<file path="src/rtl/sub_pipe_16bit.sv">
// Pipelined 16-bit subtractor (a - b - b_in), one nibble per stage, carry-select
// resolution from the registered borrow, valid/ready handshake with backpressure.
module sub_pipe_16bit (
  input  logic        clk,
  input  logic        rst,
  input  logic        in_valid,
  output logic        in_ready,
  input  logic [15:0] a,
  input  logic [15:0] b,
  input  logic        b_in,
  output logic        out_valid,
  input  logic        out_ready,
  output logic [15:0] diff,
  output logic        b_out,
  output logic        ovf,
  output logic        zero
);

  localparam int unsigned NIB_W = 4;

  // Nibble add of x + y, resolved carry-select style: both carry-ins, then a 2:1 pick.
  function automatic logic [NIB_W:0] nib_add(input logic [NIB_W-1:0] x,
                                             input logic [NIB_W-1:0] y,
                                             input logic             cin);
    logic [NIB_W:0] sum_c0;
    logic [NIB_W:0] sum_c1;
    sum_c0 = {1'b0, x} + {1'b0, y};
    sum_c1 = {1'b0, x} + {1'b0, y} + (NIB_W+1)'(1);
    return cin ? sum_c1 : sum_c0;
  endfunction

  logic advance;

  // S0: raw operands and carry into nibble 0
  logic        v0;
  logic        c0;
  logic [15:0] a0;
  logic [15:0] b0;
  // S1..S3: carry into nibble k, resolved low nibbles, remaining operand nibbles
  logic        v1;
  logic        c1;
  logic [3:0]  d1;
  logic [11:0] a1;
  logic [11:0] b1;
  logic        v2;
  logic        c2;
  logic [7:0]  d2;
  logic [7:0]  a2;
  logic [7:0]  b2;
  logic        v3;
  logic        c3;
  logic [11:0] d3;
  logic [3:0]  a3;
  logic [3:0]  b3;

  logic [4:0]  n0;
  logic [4:0]  n1;
  logic [4:0]  n2;
  logic [4:0]  n3;
  logic [15:0] diff_nxt;
  logic        c15;
  logic        c16;

  assign advance  = ~out_valid | out_ready;
  assign in_ready = advance;

  assign n0 = nib_add(a0[3:0], ~b0[3:0], c0);
  assign n1 = nib_add(a1[3:0], ~b1[3:0], c1);
  assign n2 = nib_add(a2[3:0], ~b2[3:0], c2);
  assign n3 = nib_add(a3,      ~b3,      c3);

  // c15 recovered from the sum bit: s15 = a15 ^ ~b15 ^ c15
  assign diff_nxt = {n3[3:0], d3};
  assign c16      = n3[4];
  assign c15      = a3[3] ^ ~b3[3] ^ n3[3];

  // Whole pipeline shifts together when advance is high, holds otherwise
  always_ff @(posedge clk or posedge rst) begin
    if (rst) begin
      v0        <= 1'b0;
      c0        <= 1'b0;
      a0        <= '0;
      b0        <= '0;
      v1        <= 1'b0;
      c1        <= 1'b0;
      d1        <= '0;
      a1        <= '0;
      b1        <= '0;
      v2        <= 1'b0;
      c2        <= 1'b0;
      d2        <= '0;
      a2        <= '0;
      b2        <= '0;
      v3        <= 1'b0;
      c3        <= 1'b0;
      d3        <= '0;
      a3        <= '0;
      b3        <= '0;
      out_valid <= 1'b0;
      diff      <= '0;
      b_out     <= 1'b0;
      ovf       <= 1'b0;
      zero      <= 1'b0;
    end else if (advance) begin
      v0        <= in_valid;
      c0        <= ~b_in;
      a0        <= a;
      b0        <= b;

      v1        <= v0;
      c1        <= n0[4];
      d1        <= n0[3:0];
      a1        <= a0[15:4];
      b1        <= b0[15:4];

      v2        <= v1;
      c2        <= n1[4];
      d2        <= {n1[3:0], d1};
      a2        <= a1[11:4];
      b2        <= b1[11:4];

      v3        <= v2;
      c3        <= n2[4];
      d3        <= {n2[3:0], d2};
      a3        <= a2[7:4];
      b3        <= b2[7:4];

      out_valid <= v3;
      diff      <= diff_nxt;
      b_out     <= ~c16;
      ovf       <= c15 ^ c16;
      zero      <= (diff_nxt == 16'h0000);
    end
  end

endmodule

</file>
<file path="config.mk">
export PLATFORM = sky130hd
export DESIGN_NAME = sub_pipe_16bit
export DESIGN_NICKNAME = d
export VERILOG_FILES = /design/src/rtl/sub_pipe_16bit.sv
export SDC_FILE = /design/constraint.sdc
export NUM_CORES = 1
export LEC_CHECK = 0
export ABC_AREA = 1
export BUFFER_PORTS_ARGS = -buffer_cell sky130_fd_sc_hd__buf_2
export CORE_MARGIN = 2
export CORE_UTILIZATION = 55
export DETAILED_ROUTE_END_ITERATION = 6
export PLACE_DENSITY = 0.86
export SYNTH_ARGS = -nofsm -noshare
export SYNTH_HDL_FRONTEND = slang
export SYNTH_SLANG_ARGS = --single-unit
</file>
<file path="constraint.sdc">
create_clock -name clk -period 11.8 [get_ports clk]
set_input_delay 2.36 -clock clk [delete_from_list [all_inputs] [get_ports clk]]
set_output_delay 2.36 -clock clk [all_outputs]
set_load 0.01 [all_outputs]
</file>
==> impl_metrics.csv <==
group,metric,value,unit
critical_path,r2r-end,"zero",
timing,fin_skew,0.0156,ns
floorplanning,die_area,11600,µm²
synth,yosysMostFrequentCell,"nand2_1",
global_route,grt_max_degree,119,
synth,yosys.area.top_type_share,56.0,%
detailed_routing,post_drt_wl_per_cell,13.1,µm
critical_path,reg2reg_from,"b3[0]",
power,power_density,304,nW/µm²
power,peakVddDrop,191,µV
clock_network,cts_setup_buffers,0,
floorplanning,core,10400,µm²
critical_path,cp-start-kind,"primary input",
synth,async_flop_share,100,%
floorplanning,core.rowCount,37,
min_path,worstHoldPathType,"reg -> reg",
timing,relSlewSlack,27.6,%
floorplanning,fp.dieW,108,µm
detailed_routing,via_per_inst,5.19,
timing,worst_pin_slew,1.09,ns
critical_path,cp.arrival,2.92,ns
synth,synthTopCellsByCount,"nand2_1, dfrtp_1, o21ai_0, inv_1, nand3_1",
detailed_routing,drc_errors,0,
placement,numPortBuffers,57,
synth,synthTopCellsByArea,"dfrtp_1, nand2_1, o21ai_0",
global_route,grt_util_all_layers,22.0,%
detailed_routing,drt_first_pass_iters,5,
critical_path,path_class,"in -> out",
timing,finalSetupViolations,0,
clock_network,path_clk_slew,0.06,ns
synth,yosysSeqAreaShare,56.0,%
status,status,"finished clean",
clock_network,ctsHoldBuffers,0,
clock_network,cts_tree,"done",
synth,yosysTopAreaCell,"dfrtp_1",
final_layout,drive_gt1_share,13.0,%
critical_path,crit_fanout,33,
timing,period_share,44.8,%
critical_path,startpoint,"out_ready",
synth,syn_area_per_cell,8.66,µm²
critical_path,r2r_setup_slack,9.54,ns
synth,synth_ff_type,"dfrtp_1",
final_layout,fin_nets,793,
timing,final.setup.tns,0,ns
critical_path,worstRegToRegCells,12,
critical_path,end_kind,"primary output",
synth,synth_edf_count,0,
critical_path,path_common_cell,"buf_2",
final_layout,syn_to_final_growth,15.5,%
synth,synth_area,5900,µm²
clock_network,clock_path_buffers,2,
run,maxCapViolCount,0,
floorplanning,start_util,56.9,%
timing,rsz0062_at_grt,"no",
timing,slew_viol_final,0,
synth,yosysWarnings,0,
detailed_routing,vias,4576,
synth,synth_nets,742,
critical_path,crit_chain,"buf_2 -> inv_1 -> nand2_4 -> buf_2",
critical_path,cp_slowest_cell,"buf_2",
critical_path,endpoint,"in_ready",
timing,setup_ws,6.52,ns
global_route,grt_pass1_wl,20000,µm
synth,synth_cell_types,29,
clock_network,clock_latency,0.52,ns
power,total_power,2.07,mW
timing,final.min_clock_period,5.28,ns
timing,max_freq,0.189,GHz
floorplanning,io_pins,58,
clock_network,cts_resized,0,
synth,synth_cells,681,
detailed_routing,wl,11600,µm
detailed_routing,dr.first_iter.drc_count,389,
detailed_routing,detail-route-antenna-nets,0,
placement,dp_slack,6.51,ns
power,leakagePower,3.57,nW
timing,hold_viol_final,0,
global_route,antenna_found_initial,0,
critical_path,critPathRequiredTime,9.44,ns
floorplanning,die_h,108,µm
global_route,grt_pass1_vias,4395,
clock_network,cts_made_buffers,17,
clock_network,cts_max_level,4,
global_route,grt.overflow.total,0,
placement,dp.final_hpwl,7110,µm
critical_path,max_stage_delay,0.21,ns
synth,ys_seq_elements,132,
placement,gp_congestion,0.836,
final_layout,antenna_cells,0,
clock_network,numClockSinks,132,
clock_network,root_buffer,"clkbuf_8",
how the worst min path moves through the flow:
stage	startpoint	end	slack, ns	depth (start not counted)
2_1_floorplan	v3	out_valid	0.42	2
3_3_place_gp	v3	out_valid	0.44	2
3_5_place_dp	v3	out_valid	0.46	2
4_1_cts	v3	out_valid	0.46	2
5_1_grt	a1[10]	a1[10]	0.49	2
6_report	v3	out_valid	0.47	2
worst max-delay path: cells and delay by family:
kind	cells	cell delay (ns)
and+or+nand+nor	1	0.18
buffers and inverters	3	0.38
cell type report:
cell class,count,area [µm²]
Clock buffer,19,432
Fill cell,843,3560
Clock inverter,13,135
Tap cell,136,170
Sequential cell,132,3300
Inverter,80,303
Timing Repair Buffer,60,308
Multi-Input combinational cell,441,2160
layer usage:
metal / vias up / global-route usage [%] / wire [µm]
met5: - / 0 / 0
met3: 23 / 5.69 / 595
met1: 2157 / 29.6 / 5270
met4: 0 / 7.33 / 193
met2: 144 / 35.1 / 5510
li1: 2252 / - / -
state kept, by name (all words and copies together) (netlist names):
signal     count
a0            16
a1            12
a2             8
a3             4
b0            16
b1            12
b2             8
b3             4
b_out          1
c0             1
c1             1
c2             1
c3             1
d1             4
d2             8
d3            12
diff          16
out_valid      1
ovf            1
v0             1
v1             1
v2             1
v3             1
zero           1
per-stage QoR:
step | cell area (µm²) | std cells | hold WS (ns) | utilization (%)
after global routing | 6810 | 881 | 0.491 | 65.7
after floorplan | 5900 | 681 | 0.420 | -
after global placement | 6240 | 849 | 0.436 | 60.2
after CTS | 6810 | 881 | 0.465 | 65.7
final | 6810 | 881 | 0.473 | 65.7
after detailed placement | 6240 | 849 | 0.456 | 60.2
power by group:
part	switching [mW]	internal (mW)
Clock	0.191	0.305
Combinational	0.529	0.298
Sequential	0.0976	0.652
cell families (layout without fill, tap and decap cells):
group	after synthesis	in the layout	synth area share, %
AOI/OAI and AO/OA	112	112	9.78
and+or+nand+nor	302	302	20.6
DFF	132	132	56.0
adders and majority gates	24	24	5.60
xor gates and xnor gates	3	3	0.446
buffers and inverters	108	172	7.49
cells in the final DEF (no fill, tap or decap), types with 2 or more instances in the layout:
master	instances
nor2_1	13
nand4_1	8
nand3b_1	4
dfrtp_1	132
xor2_1	2
clkinv_4	4
clkbuf_8	2
buf_4	3
nand2_1	243
fa_1	4
o21ai_0	91
clkinv_2	5
inv_2	2
o21bai_1	3
clkinvlp_4	2
clkbuf_16	16
nand3_1	26
buf_2	57
inv_1	77
ha_1	20
a21oi_1	13
or2_1	3
bufinv_16	2
Note: power is estimated with default switching activity, not from simulation.
